==> config.mk <==
export PLATFORM = sky130hd
export DESIGN_NAME = nibble_serial_adder
export DESIGN_NICKNAME = d
export VERILOG_FILES = /design/src/rtl/nibble_serial_adder.sv
export SDC_FILE = /design/constraint.sdc
export NUM_CORES = 1
export LEC_CHECK = 0
export CAP_MARGIN = 30
export CELL_PAD_IN_SITES_DETAIL_PLACEMENT = 1
export CELL_PAD_IN_SITES_GLOBAL_PLACEMENT = 1
export CORE_MARGIN = 10
export CORE_UTILIZATION = 35
export DETAILED_ROUTE_END_ITERATION = 8
export PLACE_DENSITY_LB_ADDON = 0.1
export SYNTH_ARGS = -nofsm -noshare
export SYNTH_HDL_FRONTEND = slang
export SYNTH_SLANG_ARGS = --single-unit
export TNS_END_PERCENT = 10
==> constraint.sdc <==
create_clock -name clk -period 4.5 [get_ports clk]
set_clock_uncertainty 0.2 [all_clocks]
set_input_delay 0.675 -clock clk [delete_from_list [all_inputs] [get_ports clk]]
set_output_delay 0.675 -clock clk [all_outputs]
set_load 0.05 [all_outputs]
==> src/rtl/nibble_serial_adder.sv <==
// nibble_serial_adder
//   Bit-serial (nibble-serial) adder/subtractor. One 4-bit add slice is reused
//   for N = WIDTH/4 cycles, LSB nibble first. A+B+Cin when sub=0, A-B (as
//   A+~B+1) when sub=1. Results are registered and held until consumed.
//
// Ports
//   clk        rising-edge clock
//   rst        synchronous, active-high reset
//   in_valid   operand set present          in_ready   idle, can accept
//   A, B       operands (WIDTH bits)        Cin        carry-in (add only)
//   sub        0: A+B+Cin, 1: A-B
//   out_valid  result present               out_ready  consumer accepts result
//   F          sum/difference (mod 2^WIDTH)
//   Cout       carry out of MSB (sub: 1 = no borrow)
//   OF         signed overflow              ZF         F == 0
module nibble_serial_adder #(
    parameter int WIDTH = 32
) (
    input  logic             clk,
    input  logic             rst,
    input  logic             in_valid,
    output logic             in_ready,
    input  logic [WIDTH-1:0] A,
    input  logic [WIDTH-1:0] B,
    input  logic             Cin,
    input  logic             sub,
    output logic             out_valid,
    input  logic             out_ready,
    output logic [WIDTH-1:0] F,
    output logic             Cout,
    output logic             OF,
    output logic             ZF
);

    localparam int N  = WIDTH / 4;
    localparam int CW = (N > 1) ? $clog2(N) : 1;
    localparam logic [CW-1:0] LAST = CW'(N - 1);

    typedef enum logic [1:0] {IDLE, RUN, DONE} state_t;

    state_t           state, state_nxt;
    logic [CW-1:0]    cnt;
    logic             carry;
    logic [WIDTH-1:0] opa, opb;   // opb already holds ~B for subtraction
    logic [3:0]       nib_sum;
    logic             nib_co;
    logic [WIDTH-1:0] f_nxt;
    logic             accept;
    logic             last_step;

    // The single 4-bit add slice.
    function automatic logic [4:0] add_slice(input logic [3:0] a,
                                             input logic [3:0] b,
                                             input logic       ci);
        return {1'b0, a} + {1'b0, b} + {4'b0000, ci};
    endfunction

    assign accept    = (state == IDLE) && in_valid;
    assign last_step = (state == RUN) && (cnt == LAST);

    always_comb begin
        {nib_co, nib_sum} = add_slice(opa[cnt*4 +: 4], opb[cnt*4 +: 4], carry);
        // F with the current nibble merged in; on the last step this is the
        // final result, so the flags can be registered on the same edge.
        f_nxt             = F;
        f_nxt[cnt*4 +: 4] = nib_sum;
    end

    // State register
    always_ff @(posedge clk) begin
        if (rst) state <= IDLE;
        else     state <= state_nxt;
    end

    // Next state and handshake outputs
    always_comb begin
        state_nxt = state;
        in_ready  = 1'b0;
        out_valid = 1'b0;
        case (state)
            IDLE: begin
                in_ready = 1'b1;
                if (in_valid) state_nxt = RUN;
            end
            RUN: begin
                if (cnt == LAST) state_nxt = DONE;
            end
            DONE: begin
                out_valid = 1'b1;
                // Consumption returns to IDLE; acceptance cannot share this edge.
                if (out_ready) state_nxt = IDLE;
            end
            default: state_nxt = IDLE;
        endcase
    end

    // Operand capture: data only, no reset needed
    always_ff @(posedge clk) begin
        if (!rst && accept) begin
            opa <= A;
            opb <= sub ? ~B : B;
        end
    end

    // Counter, carry and result registers
    always_ff @(posedge clk) begin
        if (rst) begin
            cnt   <= '0;
            carry <= 1'b0;
            F     <= '0;
            Cout  <= 1'b0;
            OF    <= 1'b0;
            ZF    <= 1'b0;
        end else if (accept) begin
            cnt   <= '0;
            carry <= sub ? 1'b1 : Cin;
        end else if (state == RUN) begin
            F     <= f_nxt;
            carry <= nib_co;
            if (last_step) begin
                Cout <= nib_co;
                // Overflow: operands agree in sign but the result does not.
                OF   <= (opa[WIDTH-1] == opb[WIDTH-1]) &&
                        (f_nxt[WIDTH-1] != opa[WIDTH-1]);
                ZF   <= (f_nxt == '0);
            end else begin
                cnt <= cnt + 1'b1;
            end
        end
    end

endmodule

# After elaboration in Yosys (flattened, before gate mapping)

Cells that the tools add are included.

Register bits after elaboration: 105
Output and inout bits: 37
Word-level logic and storage cells: 52
Bits of input ports: 70

Bitwise gates (word level): 3
Add/sub/neg operators: 4
Muxes and demuxes: 11
Shift operators: 4
Equality and inequality tests: 8
Reduce and logical (&&, ||, !) cells: 13

Operators with widths:

| cell                                                   | count |
|---|---|
| indexed part select 32 x 6 -> 4 bit                    | 2 |
| negator 5 -> 34 bit                                    | 1 |
| variable shift 4 x 34 -> 32 bit (first input constant) | 1 |
| indexed part select 4 x 34 -> 32 bit                   | 1 |
| bitwise mux 32 bit                                     | 1 |
| zero test 32 bit                                       | 1 |
| 2-to-1 mux 32 bit                                      | 1 |
| inverter 32 bit                                        | 1 |
| 2-to-1 mux 2 bit                                       | 3 |
| case mux 2 bit (3 select lines)                        | 1 |
| AND reduction 3 bit                                    | 2 |
| adder 4 x 4 -> 5 bit                                   | 1 |
| adder 5 x 1 -> 5 bit                                   | 1 |
| 2-to-1 mux 1 bit                                       | 5 |
| logical AND 1 bit                                      | 4 |
| != test 2 bit (second input constant)                  | 2 |
| AND reduction 2 bit                                    | 2 |
| adder 3 x 1 -> 3 bit (second input constant)           | 1 |
| equality test 3 bit (second input constant)            | 1 |
| equality test 2 x 1 -> 1 bit (second input constant)   | 1 |
| equality test 2 bit (second input constant)            | 1 |
| zero test 2 bit                                        | 1 |
| != test 2 x 1 -> 1 bit (second input constant)         | 1 |
| inverter 1 bit                                         | 2 |
| 5 further kinds                                        | 5 |

# Longest topological paths before layout

Gate-level depths: netlist of run 1.

Depth after elaboration: 7
Gate-level depth with buffers: 15
Mapped depth without buffers: 11

# Worst setup path before layout of run 1

No wires, ideal clock.

Kind: register -> register
From: register cnt[0]
To: register ZF
Path buffers: 4
Data required time: 4176 ps
Period minus slack after synthesis: 3872 ps
Library setup time: 124 ps
Path slack: 628 ps
Cell stages (with the launch flop): 16
Arrival time: 3548 ps
Cells stage by stage: dfxtp_1 -> buf_6 -> buf_2 -> buf_2 -> mux4_2 -> nand2_1 -> nand2_1 -> fa_1 -> inv_1 -> fa_1 -> clkbuf_1 -> nor2b_1 -> a2111oi_0 -> a2111oi_0 -> o2111ai_1 -> o31ai_2

Word-level cells in the longest chain between the ends: 6
Elaborated cells between the ends (all ways): 12
Those cells by class: 3 x add/sub; 1 x eq/ne; 4 x shift; 1 x mux; 3 x reduce/logical

RTL lines:

| item                                 | RTL line | text |
|---|---|---|
| from (decl)                          | 42       | `logic [CW-1:0] cnt;` |
| from (signal assigned)               | 127      | `cnt <= cnt + 1'b1;` |
| indexed part select 32 x 6 -> 4 bit  | 62       | `{nib_co, nib_sum} = add_slice(opa[cnt*4 +: 4], opb[cnt*4 +: 4], carry);` |
| adder 4 x 4 -> 5 bit                 | 55       | `return {1'b0, a} + {1'b0, b} + {4'b0000, ci};` |
| adder 5 x 1 -> 5 bit                 | 55       |  |
| indexed part select 4 x 34 -> 32 bit | 66       | `f_nxt[cnt*4 +: 4] = nib_sum;` |
| bitwise mux 32 bit                   | 66       |  |
| zero test 32 bit                     | 125      | `ZF <= (f_nxt == '0);` |
| to (signal assigned)                 | 125      |  |
| to (decl)                            | 32       | `output logic ZF` |

Several ways; a longest one is shown, not always the timed one.
A chain may end at the register's enable or synchronous reset.

# Final worst setup path of run 1

Same ends and word-level chain as after synthesis.

==> metrics.cfg, run 1 <==
[clocking]
hold_buffers = 0
cts_buffers = 9
ctsRootBufferMaster = clkbuf_16
postCtsSetupBuffers = 0
clk_latency_ns = 0.35
cts_sinks = 105
clkTransAtPathRegs_ns = 0.07
cts_tree = built
clk_path_buf_depth = 2
h-tree-depth = 3
post_cts_resize_count = 0

[hold_path]
whs_endpoint = F[13]
hold_start = F[13]
hold_class = flip-flop to flip-flop
hold_depth = 2

[floorplan]
start_util_pct = 35.6
placement_rows = 43
io_pins = 107
fp.dieH_um = 139
die_area_um2 = 19200
die_w_um = 139
core_area_um2 = 13800

[layout]
nets = 601
areaGrowthSynthToFinish_pct = 30.9
antenna-diode-count = 0
drive_above_1_share_pct = 9.11
final_cell_mix = clkdlybuf4s50_1 (105), edfxtp_1 (64), nor2_1 (44)
fin_area_um2 = 6450
mostFrequentLayoutCell = clkdlybuf4s50_1

[critical_path]
critPathLaunchType = flip-flop
r2r_cells = 10
r2r_end = ZF
worst_ep_required_time_ns = 4.57
r2r-start = cnt[0]
criticalPathCategory = flip-flop to flip-flop
endpoint_kind = flip-flop
crit_path_max_fanout = 24
cp_data_arrival_time_ns = 4.05
reg2reg_slack_ns = 0.52

[synthesis]
yosysUniqueCellTypes = 50
yosys-top-cells-area = edfxtp_1 (39%), dfxtp_1 (17%), mux4_2 (7.3%)
synthArstFlopShare_pct = 0
synth_fa_ha_area_share_pct = 2.59
synthFlopType = edfxtp_1
netlist_area_um2 = 4930
synth_top_family_by_area = simple AND/OR/NAND/NOR gates
synth_top_area_share_pct = 39.0
synth_compound_area_share_pct = 8.05
postSynthCellCount = 421
synth_edf_count = 64
synth_fp_nets = 500
synth_mux_area_share_pct = 9.75
ys.warnings.count = 0
synth_xor_area_share_pct = 6.22
postSynthAreaPerCell_um2 = 11.7
synth-simple-area-share_pct = 14.7
yosys.area.top_type = edfxtp_1
ys_ff_latch = 105
yosysSeqAreaShare_pct = 55.6

[timing]
post-route-period-util_pct = 88.4
rsz0062_at_grt = false
max_slew_margin_pct = 44.5
tns_ns = 0
slew_viol_final = 0
hold_slack_ns = 0.278
hold_viol = 0
layout_min_cycle_time_ns = 3.98
fmax_mhz = 251
finalSetupViolCount = 0
worstMarginPinSlew_ns = 0.833

[routing]
drtAntennaViolNets = 0
wire_per_inst_um = 18.7
firstDrtPassIters = 4
finalWirelength_mm = 13.2
drtIter0Drc = 186
via_count = 3607
routed_via_density = 5.10
drc = 0

[placement]
dp_hpwl_mm = 10.2
placed_area_um2 = 6160
port_buffers = 106
gp_congestion = 0.860

[global_routing]
grt_max_degree = 65
use_met2_pct = 24.2
top_usage_layer = met2
antenna_found_initial = 0
globalRouteMet1Util_pct = 15.4
grt_pass1_wl_mm = 21.4
track_usage_pct = 13.6
grt_pass1_vias = 4025
grt-ovfl-total = 0
grtUsageMet3_pct = 3.42

[pwr]
vdd_drop_max_v = 0.000173
p_total_mw = 2.26
p_per_area_nw_per_um2 = 350
p_leak_nw = 2.25

[run]
cap_violations = 0

[status]
run_status = finished clean

-- cell families after synthesis --
| family | after synthesis |
|---|---|
| simple gates | 146 |
| flops | 105 |
| compound gates | 64 |
| xor+xnor | 35 |
| buf+inv | 34 |
| mux | 28 |
| fa+ha+maj | 9 |
-- power by group --
part | switching, mW | leakage (nW) | internal (mW) | total, mW
Clock | 0.342 | 0.142 | 0.432 | 0.775
Sequential | 0.0225 | 0.925 | 1.07 | 1.09
Combinational | 0.222 | 1.18 | 0.171 | 0.394
-- worst max-delay path, stage by stage, from the launching register on --
cell,delay (ns)
dfxtp_2,0.63
buf_4,0.40
mux4_2,0.29
nand2_1,0.05
and2_1,0.19
fa_1,0.80
nor2b_1,0.25
a2111oi_0,0.13
a2111oi_0,0.47
o2111ai_1,0.23
o31ai_2,0.26
-- synth_stat cells, types with 3 or more instances --
cell type,n
edfxtp_1,64
nor2_1,44
nand2_1,43
dfxtp_1,41
xor2_1,33
a21oi_1,31
mux4_2,16
clkbuf_1,15
mux2i_1,12
nand3_1,11
o21ai_0,10
inv_1,8
ha_1,7
nor2b_1,7
or3_1,7
buf_2,5
nand2b_1,5
nand4b_1,5
and2_1,4
nor3_1,4
a211oi_1,3
a31oi_1,3
buf_1,3
nand3b_1,3
-- state kept, by name, summed over array words and instances, names as in the netlist, 2 cells and up --
signal,flops
opb,32
opa,32
F,32
cnt,3
state,2
-- through the flow --
step,setup WS (ns),utilization [%],std cells
2_1_floorplan,0.628,-,421
3_3_place_gp,0.704,44.6,691
3_5_place_dp,0.499,44.6,691
4_1_cts,0.482,46.7,707
5_1_grt,0.247,46.7,707
6_report,0.520,46.7,707
-- worst max-delay path by stage --
stage | startpoint | endpoint | slack [ns] | cells past startpoint
2_1_floorplan | cnt[0] | ZF | 0.63 | 15
3_3_place_gp | cnt[0] | ZF | 0.70 | 11
3_5_place_dp | cnt[0] | ZF | 0.50 | 10
4_1_cts | cnt[0] | ZF | 0.48 | 10
5_1_grt | cnt[0] | ZF | 0.25 | 10
6_report | cnt[0] | ZF | 0.52 | 10
-- routing by layer --
layer / up-vias / share of wire, %
li1: 1728 / -
met1: 1784 / 42
met2: 83 / 52
met3: 12 / 4.8
met4: 0 / 1.4
met5: - / 0
-- cell type report --
cell class | instances | area, um^2
Sequential cell | 105 | 2740
Inverter | 9 | 33.8
Clock buffer | 11 | 233
Tap cell | 180 | 225
Multi-Input combinational cell | 282 | 2040
Clock inverter | 5 | 56.3
Fill cell | 1499 | 7370
Timing Repair Buffer | 115 | 1120
(Power assumes the default switching activity.)
==> run 2, diff against run 1 <==
- CTS_CLUSTER_SIZE: not set -> 25
==> results of run 2 <==
The final DEF is identical to that of run 1; final timing and power are the same.
==> run 3, diff against run 2 <==
- clock period: 4.5 -> 3.73 ns (I/O delays scaled with it)
==> run 3 against run 2 <==
  * Combinational power is 25% higher
  * Critical path depth is 1 higher
  * Worst setup slack got worse by 0.26 ns
  * Sequential power up 20%
  * First-iteration DRC count decreased by 20%
  * Sequential cell count did not move
  * Cell count up 1.1%
  * Die area unchanged
  * Clock power rose by 22%
  * Via count down 1.8%
  * Register-to-register slack worse by 0.26 ns
  * Largest cell class unchanged
==> metrics.cfg, run 3 (synthesis results as in run 1) <==
[status]
run_status = finished clean

[clocking]
postCtsSetupBuffers = 0  ; unchanged
clkTransAtPathRegs_ns = 0.07  ; about the same
clk_path_buf_depth = 2  ; unchanged
ctsRootBufferMaster = clkbuf_16
cts_sinks = 105  ; unchanged
post_cts_resize_count = 0  ; unchanged
cts_buffers = 9  ; unchanged
h-tree-depth = 3  ; unchanged
cts_tree = built
hold_buffers = 0  ; unchanged
clk_latency_ns = 0.36  ; about the same

[layout]
final_cell_mix = clkdlybuf4s50_1 (105), edfxtp_1 (64), nor2_1 (44)
fin_area_um2 = 6530  ; +1.3%
fin_util_pct = 47.3  ; +0.59 points
antenna-diode-count = 0  ; unchanged
stdcell_count = 715  ; +1.1%
mostFrequentLayoutCell = clkdlybuf4s50_1
nFillCells = 1464  ; -2.3%
drive_above_1_share_pct = 10.7  ; +1.5 points
areaGrowthSynthToFinish_pct = 32.6
largestRegisters = F x32, opa x32, opb x32
nets = 609  ; +1.3%

[timing]
tns_ns = 0  ; unchanged
fmax_mhz = 288  ; +15%
worstMarginPinSlew_ns = 0.816  ; -0.0170 ns
hold_viol = 0  ; unchanged
rsz0062_at_grt = false
post-route-period-util_pct = 93.1  ; +4.6 points
max_slew_margin_pct = 45.6  ; +1.1 points
finalSetupViolCount = 0  ; unchanged
layout_min_cycle_time_ns = 3.47  ; -0.509 ns
slew_viol_final = 0  ; unchanged

[critical_path]
endpoint_kind = flip-flop
cp_data_arrival_time_ns = 3.51  ; -0.54 ns
worst_ep_required_time_ns = 3.77  ; -0.80 ns
criticalPathCategory = flip-flop to flip-flop
critPathLaunchType = flip-flop
crit_path_max_fanout = 10  ; -58%

[floorplan]
fp.dieH_um = 139  ; unchanged
start_util_pct = 35.6  ; unchanged
core_area_um2 = 13800  ; unchanged
die_w_um = 139  ; unchanged
io_pins = 107  ; unchanged
placement_rows = 43  ; unchanged
die_area_um2 = 19200  ; unchanged

[global_routing]
grt_pass1_vias = 3977  ; -1.2%
track_usage_pct = 13.8  ; +0.19 points
grt-ovfl-total = 0  ; unchanged
grt_pass1_wl_mm = 21.5  ; +0.52%
grt_max_degree = 65  ; unchanged
antenna_found_initial = 0  ; unchanged

[routing]
wire_per_inst_um = 18.4  ; -1.6%
drtIter0Drc = 148  ; -20%
drc = 0  ; unchanged
routed_via_density = 4.95  ; -2.9%
finalWirelength_mm = 13.2  ; -0.48%
via_count = 3541  ; -1.8%
firstDrtPassIters = 4  ; unchanged
drtAntennaViolNets = 0  ; unchanged

[placement]
port_buffers = 106  ; unchanged
gp_congestion = 0.885  ; +2.9%
placed_area_um2 = 6240  ; +1.2%
dp.cells = 699  ; +1.2%
dp_hpwl_mm = 10.2  ; +0.45%

[pwr]
p_total_mw = 2.75  ; +22%
p_leak_nw = 2.29  ; +1.7%
p_per_area_nw_per_um2 = 421  ; +20%
vdd_drop_max_v = 0.000210  ; +21%

[run]
cap_violations = 0  ; unchanged

[hold_path]
hold_class = flip-flop to flip-flop

[run 3: cell count changes in the layout (fill, tap and decap cells not counted), sizes merged]
cell      before  now
buf           10   18
clkinv         4    3
clkinvlp       0    2
clkbuf        11   10
[run 3: metrics by stage]
| step | hold WS (ns) | worst slack, ns |
|---|---|---|
| 3_5_place_dp | 0.278 | 0.165 |
| 4_1_cts | 0.287 | 0.143 |
| 6_report | 0.284 | 0.258 |
| 3_3_place_gp | 0.262 | 0.303 |
| 2_1_floorplan | 0.347 | 0.00338 |
| 5_1_grt | 0.317 | 0.0517 |
[run 3: layout make-up]
type                    instances  area (um^2)  area share, %
flip-flops and latches        105         2750           42.0
well taps                     180          225           3.45
inverters                       9         33.8          0.517
repair buffers                123         1200           18.3
clock inverters                 6         66.3           1.01
clock buffers                  10          229           3.50
multi-input cells             282         2040           31.2
[run 3: critical path, cell delays in order, from the launching register on]
cell,delay [ns]
dfxtp_4,0.46
mux4_2,0.52
nand2_1,0.08
nand2_1,0.11
fa_1,0.42
inv_1,0.08
fa_1,0.42
nor2b_1,0.17
a2111oi_0,0.49
a2111oi_0,0.14
o2111ai_1,0.16
o31ai_2,0.11
[run 3: worst paths after layout]
check | startpoint | depth (start not counted) | slack (ns) | end
max | cnt[0] | 11 | 0.26 | ZF
max reg2reg | cnt[0] | 11 | 0.26 | ZF
min reg2reg | F[22] | 2 | 0.28 | F[22]
min | F[22] | 2 | 0.28 | F[22]
[run 3: metal layers]
metal | up-vias | GRT usage (%) | wire [um]
met5 | - | 0 | 0
met4 | 0 | 4.94 | 197
met3 | 12 | 4.35 | 721
met2 | 73 | 24.7 | 6790
met1 | 1709 | 15.0 | 5470
li1 | 1747 | - | -
[run 3: report_power, final]
part | switching [mW] | total [mW] | leakage, nW | internal, mW
clock | 0.425 | 0.947 | 0.137 | 0.522
combinational | 0.272 | 0.493 | 1.23 | 0.222
sequential | 0.0251 | 1.31 | 0.925 | 1.29
